`config.mk`:
```
export PLATFORM = sky130hd
export DESIGN_NAME = alu_arbiter
export DESIGN_NICKNAME = d
export VERILOG_FILES = /design/src/rtl/alu_arbiter.sv
export SDC_FILE = /design/constraint.sdc
export NUM_CORES = 1
export LEC_CHECK = 0
export CELL_PAD_IN_SITES_DETAIL_PLACEMENT = 0
export CELL_PAD_IN_SITES_GLOBAL_PLACEMENT = 1
export CORE_MARGIN = 5
export CORE_UTILIZATION = 23
export CTS_CLUSTER_DIAMETER = 100
export CTS_CLUSTER_SIZE = 20
export DETAILED_ROUTE_END_ITERATION = 10
export GPL_TIMING_DRIVEN = 1
export HOLD_SLACK_MARGIN = 0.08
export PLACE_DENSITY = 0.85
export SYNTH_ARGS = -nofsm -noshare
export SYNTH_HDL_FRONTEND = slang
export SYNTH_SLANG_ARGS = --single-unit
```
`constraint.sdc`:
```
create_clock -name clock -period 1.16 [get_ports clock]
set_clock_uncertainty 0.05 [all_clocks]
set_input_delay 0.29 -clock clock [delete_from_list [all_inputs] [get_ports clock]]
set_output_delay 0.29 -clock clock [all_outputs]
set_load 0.02 [all_outputs]
```
`src/rtl/alu_arbiter.sv`:
```
// Round-robin arbiter sharing one 8-bit ALU between two requesters; latches operands,
// sequences the ALU and returns a registered result. Optional opcode check: ALU_ARB_OPCHECK_EN.
module alu_arbiter #(
  parameter int DATA_W      = 8,
  parameter int EXEC_CYCLES = 1
) (
  input  logic              clock,
  input  logic              reset,
  input  logic              req0,
  input  logic              req1,
  input  logic [2:0]        ctrl0,
  input  logic [2:0]        ctrl1,
  input  logic [DATA_W-1:0] a0,
  input  logic [DATA_W-1:0] b0,
  input  logic [DATA_W-1:0] a1,
  input  logic [DATA_W-1:0] b1,
  output logic              gnt0,
  output logic              gnt1,
  output logic              done0,
  output logic              done1,
  output logic [DATA_W-1:0] result,
  output logic              zero,
  output logic              busy,
  output logic [2:0]        alu_control,
  output logic [DATA_W-1:0] alu_a,
  output logic [DATA_W-1:0] alu_b,
  input  logic [DATA_W-1:0] alu_out,
  input  logic              alu_zero
`ifdef ALU_ARB_OPCHECK_EN
  ,
  output logic              err
`endif
);

  localparam int CW = (EXEC_CYCLES > 1) ? $clog2(EXEC_CYCLES) : 1;

  typedef enum logic [1:0] {IDLE, EXEC, DONE} state_t;

  state_t            state, next_state;
  logic [CW-1:0]     cnt;
  logic              win;
  logic              last_served;
  logic              any_req;
  logic              pick1;
  logic              bad_op;
  logic [2:0]        sel_ctrl;
  logic [DATA_W-1:0] sel_a, sel_b;

  // On a tie the port that was not served last wins; a lone request always wins.
  always_comb begin
    any_req  = req0 | req1;
    pick1    = req1 & (~req0 | ~last_served);
    sel_ctrl = pick1 ? ctrl1 : ctrl0;
    sel_a    = pick1 ? a1 : a0;
    sel_b    = pick1 ? b1 : b0;
`ifdef ALU_ARB_OPCHECK_EN
    bad_op   = (sel_ctrl == 3'd4) || (sel_ctrl == 3'd7);
`else
    bad_op   = 1'b0;
`endif
  end

  always_ff @(posedge clock) begin
    if (reset) state <= IDLE;
    else       state <= next_state;
  end

  always_comb begin
    next_state = state;
    case (state)
      IDLE:    if (any_req) next_state = bad_op ? DONE : EXEC;
      EXEC:    if (cnt == '0) next_state = DONE;
      DONE:    next_state = IDLE;
      default: next_state = IDLE;
    endcase
  end

  assign busy = (state != IDLE);

  // Grant/done are single-cycle pulses; the ALU inputs hold their latched values
  // from grant until the next grant.
  always_ff @(posedge clock) begin
    if (reset) begin
      gnt0        <= 1'b0;
      gnt1        <= 1'b0;
      done0       <= 1'b0;
      done1       <= 1'b0;
      result      <= '0;
      zero        <= 1'b0;
      alu_control <= 3'd0;
      alu_a       <= '0;
      alu_b       <= '0;
      cnt         <= '0;
      win         <= 1'b0;
      last_served <= 1'b1;
`ifdef ALU_ARB_OPCHECK_EN
      err         <= 1'b0;
`endif
    end else begin
      gnt0  <= 1'b0;
      gnt1  <= 1'b0;
      done0 <= 1'b0;
      done1 <= 1'b0;
`ifdef ALU_ARB_OPCHECK_EN
      err   <= 1'b0;
`endif
      case (state)
        IDLE: begin
          if (any_req) begin
            win         <= pick1;
            last_served <= pick1;
            gnt0        <= ~pick1;
            gnt1        <= pick1;
            alu_control <= sel_ctrl;
            alu_a       <= sel_a;
            alu_b       <= sel_b;
            cnt         <= CW'(EXEC_CYCLES - 1);
`ifdef ALU_ARB_OPCHECK_EN
            if (bad_op) begin
              done0 <= ~pick1;
              done1 <= pick1;
              err   <= 1'b1;
            end
`endif
          end
        end
        EXEC: begin
          if (cnt == '0) begin
            result <= alu_out;
            zero   <= alu_zero;
            done0  <= ~win;
            done1  <= win;
          end else begin
            cnt <= cnt - CW'(1);
          end
        end
        default: ;
      endcase
    end
  end

endmodule
```
* Word-level counts from Yosys, hierarchy flattened *
Index checks and enable logic that the tools add are counted.

cells by class
  reductions and logical operators = 9
  mux-type cells = 9
  bitwise gates (word level) = 11
  shift operators = 0
  divide/modulo/power cells = 0
  eq/ne operators = 3
  magnitude comparators = 0
  add/sub/neg operators = 1
  multiply operators = 0

operators with widths
  cell                                            count
  two-way mux 8 bit                               2
  inverter 1 bit                                  8
  AND reduction 2 bit                             4
  OR reduction 3 bit                              2
  two-way mux 2 bit                               2
  != test 2 bit (second input constant)           2
  one-hot mux 2 bit (2 select lines)              1
  nonzero test 2 bit                              2
  two-way mux 3 bit                               1
  == test 2 x 1 -> 1 bit (second input constant)  1
  zero test 2 bit                                 1
  two-way mux 1 bit                               2
  bitwise OR 1 bit                                2
  one-hot mux 1 bit (2 select lines)              1
  AND 1 bit                                       1
  subtractor 1 bit (second input constant)        1

storage, ports and cells
  bits in read-only memories = 0
  output and inout port bits = 33
  latch bits = 0
  logic and storage cells = 46
  bits of input ports = 51
  memories kept = 0
  memory bits (writable) = 0
  register bits = 37

* Logic depth before layout (Yosys ltp) *
Gate-level depths: netlist of the first run.

  word-level depth = 4
  mapped depth = 5
  gate-level depth less buffers = 4

* Worst setup path before layout of the first run *
No wires, ideal clock.

  kind = register -> register
  start = register state[0]
  end = register alu_b[0]
  clock period less this slack = 1.232 ns
  setup time = 0.133 ns
  path slack = -0.072 ns
  data arrival time = 1.049 ns
  data required time = 0.977 ns
  cell stages (with the launch flop) = 6
  path buffers = 1
  cell sequence = dfxtp_1 -> nor2_2 -> inv_2 -> nor2_4 -> buf_2 -> a311oi_1

between the ends
  cells in the longest elaborated chain, start to end = 2

ends and longest elaborated chain
  what                           RTL line  source
  from (decl)                    39        state_t state, next_state;
  from (signal assigned)         65        else state <= next_state;
  zero test 2 bit                107       case (state)
  AND reduction 2 bit (no line)  -
  to (signal assigned)           116       alu_b <= sel_b;
  to (decl)                      26        output logic [DATA_W-1:0] alu_b,

No other way between the ends.
A chain may end at the register's enable or synchronous reset.

* Worst setup path after layout of the first run *
  start = register state[0]
  end = register alu_control[2]

between the ends
  cells in the longest elaborated chain, start to end = 2

ends and longest elaborated chain
  what                           RTL line  source
  zero test 2 bit                107
  AND reduction 2 bit (no line)  -
  to (signal assigned)           114       alu_control <= sel_ctrl;
  to (decl)                      24        output logic [2:0] alu_control,

No other way between the ends.

==> out/summary.txt, run 1 <==
Hold Path Class - reg2reg
sequential fraction of the synthesis area - 50.2%
capturing element type of the critical path - flip-flop
post-layout minimum cycle time - 1260 ps
post-layout net count - 333
number of input and output port buffers inserted - 83
slew margin rel. - 82.2%
layout overhead on the synthesized area - 83.3%
post-synth top area cell - sky130_fd_sc_hd__dfxtp_1
startpoint of the most critical setup path - state[0]
largest net degree at the start of global routing - 22
routability congestion estimate from global placement - 0.776
clock buffer count from CTS - 5
max-cap violations - 0
clock insertion delay at the later pin of the skew report - 280 ps
vias per cell - 4.42
reg-to-reg critical path startpoint - state[0]
switching power summed over all nets - 0.000984 W
number of antenna-violating nets in the routed design - 0
total die area - 7920 µm²
detailed-route DRC error count - 0
RSZ-0062 raised after global routing - true
Reg clk slew, reported paths - 70 ps
HPWL after detailed placement - 3470 µm
CP Class - reg2reg
maximum VDD drop - 0.593 mV
number of clock sinks - 36
synth top area cells - sky130_fd_sc_hd__dfxtp_1 (50%), sky130_fd_sc_hd__nand2_1 (15%), sky130_fd_sc_hd__a311oi_1 (12%)
power per cell area - 1280 nW/µm²
number of core rows - 28
overflow left after global routing - 0
share of power burned in combinational logic - 30.7%
CP Data Required Time - 1270 ps
initial antenna violation count - 0
post-DR wirelength/cell - 13.3 µm
global-route usage over all layers - 12.0%
Hold Crit Endpoint - done0
net count after synthesis - 226
die span in x - 89.0 µm
clock share of power - 27.0%
number of design-rule violations left by the first detailed-router iteration - 24
hold path depth - 1
Setup-failing EPs final - 20
distinct cell type count after synthesis - 21
kind of cell adding the most delay to the critical path - buffers and inverters
final number of max-transition violations - 0
Final WS setup - -101 ps
worst reg2reg path depth - 6
Final Cycle Share - 109%
slowest stage cell, crit path - sky130_fd_sc_hd__dfxtp_2
Critical Path AT - 1370 ps
most frequent cell on the critical path - sky130_fd_sc_hd__nor2_4
wire length of the first global-routing pass - 7470 µm
fraction of final layout cells with drive strength greater than 1 - 32.2%
sequential group share of total power - 42.4%
startpoint of the worst hold path - win
TritonCTS clock tree - yes
area share of the largest cell type after synthesis - 50.2%
status - complete, but fails checks
Syn. warnings - 0
leakage power total - 1.13 nW
Critical Path Fanout Max - 5
Core Region - 5990 µm²
Worst R2R End - alu_control[2]
Gate Count Post-Synth - 175
boundary pin count - 84
critical path, cell by cell - nor2_4 > inv_2 > buf_6 > nor2_4 > clkbuf_16 > a311oi_1
delay contributed by the slowest stage of the critical path - 330 ps
final hold viol count - 0
worst hold slack across all endpoints - 403 ps
diodes inserted - 0
violations in the final reports - setup timing
number of global-route vias before repair - 1587
via total after detailed routing - 1583
number of buffers on the longest clock path - 2
H-tree depth - 2
total of flip-flops plus latches after synthesis - 36
Synth Area per Inst - 8.20 µm²
critical path buffer and inverter count - 3
total negative slack for setup checks - -1230 ps
actual slew at the worst max-slew pin - 266 ps
reg2reg setup slack - -100 ps
initial standard-cell utilization of the core - 24.0%
Final Core Density - 43.9%
switching power as a share of total power - 29.2%
vertical die dimension - 89.0 µm
1st-pass router iterations - 4
kind of start point of the critical path - flip-flop
root cell of the clock tree - sky130_fd_sc_hd__clkbuf_8
final WL - 4780 µm
Max Fclk - 793 MHz
Cell Area, Synth - 1440 µm²
internal power - 0.00238 W
==> cells by family (layout without fill, tap and decap cells) <==
kind of cell,count (synthesis),after routing,synth area share [%]
flops,36,36,50.2
buf+inv,16,124,5.32
compound gates,52,52,23.9
simple gates,71,71,20.6
==> through the flow <==
stage	power [W]	setup WS (ps)	instances	area, µm²
6_report	0.00336	-101	358	2630
5_1_grt	0.00356	-168	358	2630
4_1_cts	0.00331	-112	356	2500
3_5_place_dp	0.00242	-553	344	2480
3_3_place_gp	0.00241	-499	344	2480
2_1_floorplan	0.00188	15.9	175	1440
==> power groups by stage <==
stage	Sequential [W]	Combinational (W)	Clock [W]
3_3_place_gp	0.00144	0.000974	0
6_report	0.00143	0.00103	0.000907
4_1_cts	0.00142	0.000952	0.000941
2_1_floorplan	0.00156	0.000318	0
5_1_grt	0.00144	0.00112	0.000998
3_5_place_dp	0.00144	0.000981	0
==> synthesized netlist by cell type <==
master,number
sky130_fd_sc_hd__or2_1,1
sky130_fd_sc_hd__nor2_2,1
sky130_fd_sc_hd__nor2b_1,1
sky130_fd_sc_hd__nand2_1,57
sky130_fd_sc_hd__a21oi_1,29
sky130_fd_sc_hd__nor3_1,3
sky130_fd_sc_hd__clkbuf_1,6
sky130_fd_sc_hd__o21ai_0,2
sky130_fd_sc_hd__nand2b_1,1
sky130_fd_sc_hd__a21bo_1,1
sky130_fd_sc_hd__a311oi_1,19
sky130_fd_sc_hd__nor2_4,1
sky130_fd_sc_hd__buf_2,7
sky130_fd_sc_hd__nor2_1,3
sky130_fd_sc_hd__dfxtp_1,36
sky130_fd_sc_hd__inv_2,1
sky130_fd_sc_hd__nand3_1,1
sky130_fd_sc_hd__a21boi_2,1
sky130_fd_sc_hd__buf_4,2
sky130_fd_sc_hd__and2_1,1
sky130_fd_sc_hd__nand3b_1,1
==> worst register-to-register path, cell delays in order, from the launching register on <==
cell,delay [ps]
sky130_fd_sc_hd__dfxtp_2,330
sky130_fd_sc_hd__nor2_4,120
sky130_fd_sc_hd__inv_2,60
sky130_fd_sc_hd__buf_6,120
sky130_fd_sc_hd__nor2_4,200
sky130_fd_sc_hd__clkbuf_16,190
sky130_fd_sc_hd__a311oi_1,80
==> cells in the final DEF, fill, tap and decap left out <==
cell type                          n
sky130_fd_sc_hd__nand2_1          56
sky130_fd_sc_hd__clkdlybuf4s50_1  48
sky130_fd_sc_hd__buf_4            42
sky130_fd_sc_hd__a21oi_1          28
sky130_fd_sc_hd__dfxtp_1          28
sky130_fd_sc_hd__a311oi_1         18
sky130_fd_sc_hd__buf_2            11
sky130_fd_sc_hd__buf_6            10
sky130_fd_sc_hd__dfxtp_2           8
sky130_fd_sc_hd__clkbuf_8          6
sky130_fd_sc_hd__nor2_1            3
sky130_fd_sc_hd__nor3_1            3
sky130_fd_sc_hd__nor2_4            2
sky130_fd_sc_hd__o21ai_0           2
sky130_fd_sc_hd__clkinv_2          2
sky130_fd_sc_hd__dlygate4sd2_1     2
sky130_fd_sc_hd__inv_2             1
sky130_fd_sc_hd__a21bo_4           1
sky130_fd_sc_hd__a21boi_4          1
sky130_fd_sc_hd__or2_1             1
sky130_fd_sc_hd__a311oi_2          1
sky130_fd_sc_hd__nand2b_4          1
sky130_fd_sc_hd__and2_1            1
sky130_fd_sc_hd__nor2b_4           1
sky130_fd_sc_hd__nand2_2           1
sky130_fd_sc_hd__a21oi_2           1
sky130_fd_sc_hd__nand3_1           1
sky130_fd_sc_hd__nand3b_1          1
sky130_fd_sc_hd__clkbuf_16         1
sky130_fd_sc_hd__buf_12            1
==> sequential cells by signal, indices dropped and copies added, names as in the netlist <==
| register | flops |
|---|---|
| last_served | 1 |
| win | 1 |
| alu_a | 8 |
| done1 | 1 |
| done0 | 1 |
| gnt0 | 1 |
| zero | 1 |
| gnt1 | 1 |
| result | 8 |
| state | 2 |
| alu_control | 3 |
| alu_b | 8 |
==> routing by layer <==
metal  part of all wire (%)  up-vias  track usage [%]
met5                      0        -                0
met2                     48       53             20.2
met4                   0.84        0             2.84
li1                       -      822                -
met3                    9.7        7             5.16
met1                     41      701             14.2
==> what timing repair did <==
action                                  in CTS  in global routing
endpoints found under the setup margin      57                 49
cloned                                       1                  2
pin swaps                                    6                  4
gates resized for setup                    151                 36
buffers inserted                             3                  1
hold buffers                                 0                  0
==> how the worst max path moves through the flow <==
stage                      to  slack (ps)  cells after the start
2_1_floorplan        alu_b[0]          20                      5
3_3_place_gp         alu_b[7]        -500                      4
3_5_place_dp         alu_b[4]        -550                      5
4_1_cts                  busy        -110                      3
5_1_grt        alu_control[2]        -170                      6
6_report       alu_control[2]        -100                      6
==> area by class of cell <==
type                    instances  area [µm²]
well taps                      75        93.8
flip-flops and latches         36         731
fillers                       594        3360
clock buffers                   6        82.6
clock inverters                 2        10.0
repair buffers                115        1030
inverters                       1        3.75
multi-input cells             123         684
No activity file was read; power rests on OpenSTA's default activity.
==> run 2, diff against run 1 <==
Settings changed: ABC_AREA set to 1, CAP_MARGIN set to 15, CTS_CLUSTER_DIAMETER 100 to not set.
==> out/summary.txt, run 2 <==
RSZ-0062 raised after global routing - true
number of antenna-violating nets in the routed design - 0
post-DR wirelength/cell - 11.2 µm
overflow left after global routing - 0
H-tree depth - 2
maximum VDD drop - 0.566 mV
boundary pin count - 84
registers with the highest flip-flop counts - alu_a (8), alu_b (8), result (8)
Final Cycle Share - 104%
via total after detailed routing - 1718
Hold Path Class - reg2reg
post-layout net count - 394
dpl cell area - 2650 µm²
Final WS setup - -48.1 ps
kind of start point of the critical path - flip-flop
CP Class - reg2out
vias per cell - 3.90
CP Data Required Time - 820 ps
capturing element type of the critical path - output port
routability congestion estimate from global placement - 0.750
sequential fraction of the synthesis area - 45.0%
violations in the final reports - setup timing
library cell with the highest instance count after synthesis - sky130_fd_sc_hd__nand2_1
Syn. warnings - 0
power per cell area - 1270 nW/µm²
net count after synthesis - 291
number of core rows - 30
top library cells by usage in the layout, fill and taps aside - sky130_fd_sc_hd__nand2_1 (73), sky130_fd_sc_hd__clkdlybuf4s50_1 (48), sky130_fd_sc_hd__inv_1 (34)
area share of the largest cell type after synthesis - 45.0%
synth top area cells - sky130_fd_sc_hd__dfxtp_1 (45%), sky130_fd_sc_hd__nand2_1 (18%), sky130_fd_sc_hd__inv_1 (8.7%)
global-route usage over all layers - 11.3%
Synth Area per Inst - 6.68 µm²
status - complete, but fails checks
initial standard-cell utilization of the core - 23.6%
HPWL after detailed placement - 3460 µm
post-layout minimum cycle time - 1210 ps
Non-Filler Cell Area, Final - 2800 µm²
distinct cell type count after synthesis - 19
fraction of final layout cells with drive strength greater than 1 - 26.2%
post-placement cell count - 426
clock insertion delay at the later pin of the skew report - 280 ps
die span in x - 93.5 µm
actual slew at the worst max-slew pin - 208 ps
post-synth top area cell - sky130_fd_sc_hd__dfxtp_1
clock buffer count from CTS - 5
number of global-route vias before repair - 1707
vertical die dimension - 93.5 µm
1st-pass router iterations - 4
number of input and output port buffers inserted - 83
leakage power total - 1.42 nW
number of clock sinks - 36
Gate Count Post-Synth - 240
layout overhead on the synthesized area - 74.4%
Cell Area, Synth - 1600 µm²
dominant synthesized flop cell - sky130_fd_sc_hd__dfxtp_1
TritonCTS clock tree - yes
Post-synth ARST share - 0%
slew margin rel. - 86.0%
final number of max-transition violations - 0
detailed-route DRC error count - 0
Setup-failing EPs final - 10
top post-synthesis cells by count - sky130_fd_sc_hd__nand2_1 (77), sky130_fd_sc_hd__inv_1 (37), sky130_fd_sc_hd__dfxtp_1 (36), sky130_fd_sc_hd__nor2_1 (36), sky130_fd_sc_hd__nand3_1 (20)
total of flip-flops plus latches after synthesis - 36
number of design-rule violations left by the first detailed-router iteration - 42
largest net degree at the start of global routing - 16
Max Fclk - 828 MHz
Critical Path AT - 870 ps
number of fillers in the final layout - 744
most frequent standard cell in the layout excluding fill and tap cells - sky130_fd_sc_hd__nand2_1
diodes inserted - 0
final hold viol count - 0
wire length of the first global-routing pass - 7840 µm
max-cap violations - 0
initial antenna violation count - 0
number of standard cells in the layout, taps in and fillers out - 440
Reg clk slew, reported paths - 80 ps
final WL - 4940 µm
number of buffers added to fix hold violations after cts - 0
EDFF count, synth - 0
Critical Path Fanout Max - 2
number of buffers on the longest clock path - 2
root cell of the clock tree - sky130_fd_sc_hd__clkbuf_8
total die area - 8740 µm²
Core Region - 6790 µm²
==> run 2: cells by family after synthesis <==
| family | Yosys count | share of synthesized area (%) |
|---|---|---|
| buffers and inverters | 49 | 12.6 |
| AOI/OAI and AO/OA | 16 | 5.93 |
| and+or+nand+nor | 139 | 36.5 |
| DFF | 36 | 45.0 |
==> run 2: metal layers <==
metal,track usage (%),vias to the layer above,wire length [µm]
met5,0,-,0
met4,2.56,0,42
met3,4.83,5,444
met2,19.4,60,2270
met1,13.1,733,2190
li1,-,920,-
==> run 2: final cells by class <==
class	count	area (µm²)	area share, %
Timing Repair Buffer	104	941	33.7
Multi-Input combinational cell	156	738	26.4
Clock buffer	5	68.8	2.46
Tap cell	96	120	4.30
Clock inverter	3	42.5	1.52
Inverter	40	155	5.55
Sequential cell	36	729	26.1
==> run 2: where the power goes <==
group | internal, W | leakage (nW) | switching, W
clock | 0.000636 | 0.0541 | 0.000467
sequential | 0.00136 | 0.300 | 0.0000603
combinational | 0.000502 | 1.07 | 0.000525
==> run 2: path summary, 6_finish.rpt <==
check | to | slack [ps] | cells past startpoint | start
worst max-delay path | busy | -50 | 3 | state[0]
worst min-delay path | done0 | 400 | 1 | win
worst max register to register | alu_control[2] | -20 | 8 | state[0]
worst min register to register | done0 | 400 | 1 | win
==> run 2: what timing repair did <==
action,in CTS,in global routing
cloned,2,1
pin swaps,6,5
resized for setup,149,42
endpoints found under the setup margin,62,55
buffers inserted,3,0
==> run 2: per-stage QoR <==
step                      worst slack (ps)  power [W]  TNS (ps)  util, %  hold WS, ps
after CTS                            -55.5    0.00354      -241     39.6          401
after global placement                -417    0.00244    -15050     39.0          386
final                                -48.1    0.00355      -123     41.1          400
after global routing                  -117    0.00377     -1920     41.1          424
after floorplan                       14.0    0.00191         0        -          309
after detailed placement              -440    0.00245    -15350     39.0          387
==> run 2: critical path, stage by stage (launching register included) <==
cell and delay (ps):
sky130_fd_sc_hd__dfxtp_2 330, sky130_fd_sc_hd__inv_2 70, sky130_fd_sc_hd__nand2_4 60, sky130_fd_sc_hd__buf_6 130
==> run 3, diff against run 2 <==
Settings changed: REMOVE_ABC_BUFFERS set to 1.
==> out/summary.txt, run 3 (synthesis results as in run 2) <==
status - complete, but fails checks
violations in the final reports - setup timing
Hold Path Class - reg2reg
final number of max-transition violations - 0
Non-Filler Cell Area, Final - 2830 µm²
Reg clk slew, reported paths - 80 ps
Final Cycle Share - 106%
power per cell area - 1200 nW/µm²
TritonCTS clock tree - yes
routability congestion estimate from global placement - 0.755
worst slack at placement - -482 ps
largest net degree at the start of global routing - 18
actual slew at the worst max-slew pin - 217 ps
share of power burned in combinational logic - 30.7%
via total after detailed routing - 1737
CP Class - reg2out
max-cap violations - 0
Core Region - 6790 µm²
total die area - 8740 µm²
switching power summed over all nets - 0.00106 W
sequential group share of total power - 41.9%
number of input and output port buffers inserted - 83
initial antenna violation count - 0
post-layout minimum cycle time - 1220 ps
clock share of power - 27.3%
number of antenna-violating nets in the routed design - 0
boundary pin count - 84
RSZ-0062 raised after global routing - true
1st-pass router iterations - 4
total power of the final layout - 0.00341 W
registers with the highest flip-flop counts - alu_a (8), alu_b (8), result (8)
switching power as a share of total power - 31.0%
routing usage on met3 - 3.94%
H-tree depth - 2
number of design-rule violations left by the first detailed-router iteration - 28
initial standard-cell utilization of the core - 23.6%
fraction of final layout cells with drive strength greater than 1 - 31.0%
number of global-route vias before repair - 1701
vertical die dimension - 93.5 µm
leakage power total - 1.44 nW
number of core rows - 30
die span in x - 93.5 µm
CP Data Required Time - 820 ps
final WL - 4830 µm
clock buffer count from CTS - 5
maximum VDD drop - 0.358 mV
clock insertion delay at the later pin of the skew report - 290 ps
most utilized layer in the global route result - met2
top library cells by usage in the layout, fill and taps aside - sky130_fd_sc_hd__nand2_1 (68), sky130_fd_sc_hd__clkdlybuf4s50_1 (48), sky130_fd_sc_hd__inv_1 (34)
overflow left after global routing - 0
Setup-failing EPs final - 20
internal power - 0.00235 W
met2 track demand over resource - 18.2%
kind of start point of the critical path - flip-flop
number of standard cells in the layout, taps in and fillers out - 441
post-placement cell count - 425
slew margin rel. - 85.5%
HPWL after detailed placement - 3390 µm
most frequent standard cell in the layout excluding fill and tap cells - sky130_fd_sc_hd__nand2_1
Critical Path AT - 880 ps
Max Fclk - 817 MHz
dpl cell area - 2630 µm²
post-layout net count - 395
number of clock sinks - 36
number of buffers added to fix hold violations after cts - 0
vias per cell - 3.94
post-DR wirelength/cell - 10.9 µm
Final WS setup - -64.4 ps
global routing met1 resource utilization - 13.2%
root cell of the clock tree - sky130_fd_sc_hd__clkbuf_8
final hold viol count - 0
global-route usage over all layers - 11.0%
detailed-route DRC error count - 0
layout overhead on the synthesized area - 76.6%
Critical Path Fanout Max - 2
capturing element type of the critical path - output port
number of buffers on the longest clock path - 2
diodes inserted - 0
wire length of the first global-routing pass - 7620 µm
## run 3: final timing paths
kind,from,to,slack (ps),cells past startpoint
max,state[0],busy,-60,3
min,alu_a[5],alu_a[5],400,2
max reg2reg,state[0],alu_a[0],-50,8
min reg2reg,alu_a[5],alu_a[5],400,2
## run 3: per-stage QoR
step | util, % | hold WS [ps] | setup TNS (ps)
after CTS | 39.7 | 400 | -821
after detailed placement | 38.7 | 390 | -16080
after global routing | 41.7 | 422 | -3200
final | 41.7 | 397 | -927
after global placement | 38.7 | 388 | -15640
after floorplan | - | 309 | -3140
## run 3: routing by layer
layer | routed length, µm | vias up | share of wire (%)
li1 | - | 921 | -
met1 | 2150 | 746 | 45
met2 | 2180 | 64 | 45
met3 | 432 | 6 | 9.0
met4 | 55 | 0 | 1.1
met5 | 0 | - | 0
## run 3: critical path: stages, from the launching register on
cell and delay, ps:
sky130_fd_sc_hd__dfxtp_2 330, sky130_fd_sc_hd__inv_2 50, sky130_fd_sc_hd__nand2_2 60, sky130_fd_sc_hd__buf_4 150
## run 3: final cells by class
| cell class | instances | area, µm² |
|---|---|---|
| clock inverters | 2 | 10.0 |
| multi-input cells | 156 | 800 |
| flip-flops and latches | 36 | 731 |
| clock buffers | 6 | 82.6 |
| repair buffers | 105 | 932 |
| inverters | 40 | 155 |
| fillers | 736 | 3960 |
| well taps | 96 | 120 |
## run 3: repair_timing
item	in CTS	in global routing
resized for setup	166	44
buffers inserted	5	3
cloned	1	1
endpoints found under the hold margin	0	0
pin swaps	6	10
endpoints found under the setup margin	62	54
## run 3: power by group through the flow
| stage | clock network [W] | registers [W] | logic (W) |
|---|---|---|---|
| after global routing | 0.00104 | 0.00145 | 0.00115 |
| final | 0.000931 | 0.00143 | 0.00105 |
| after CTS | 0.000969 | 0.00142 | 0.000979 |
| after global placement | 0 | 0.00144 | 0.000991 |
| after floorplan | 0 | 0.00158 | 0.000297 |
| after detailed placement | 0 | 0.00145 | 0.000996 |
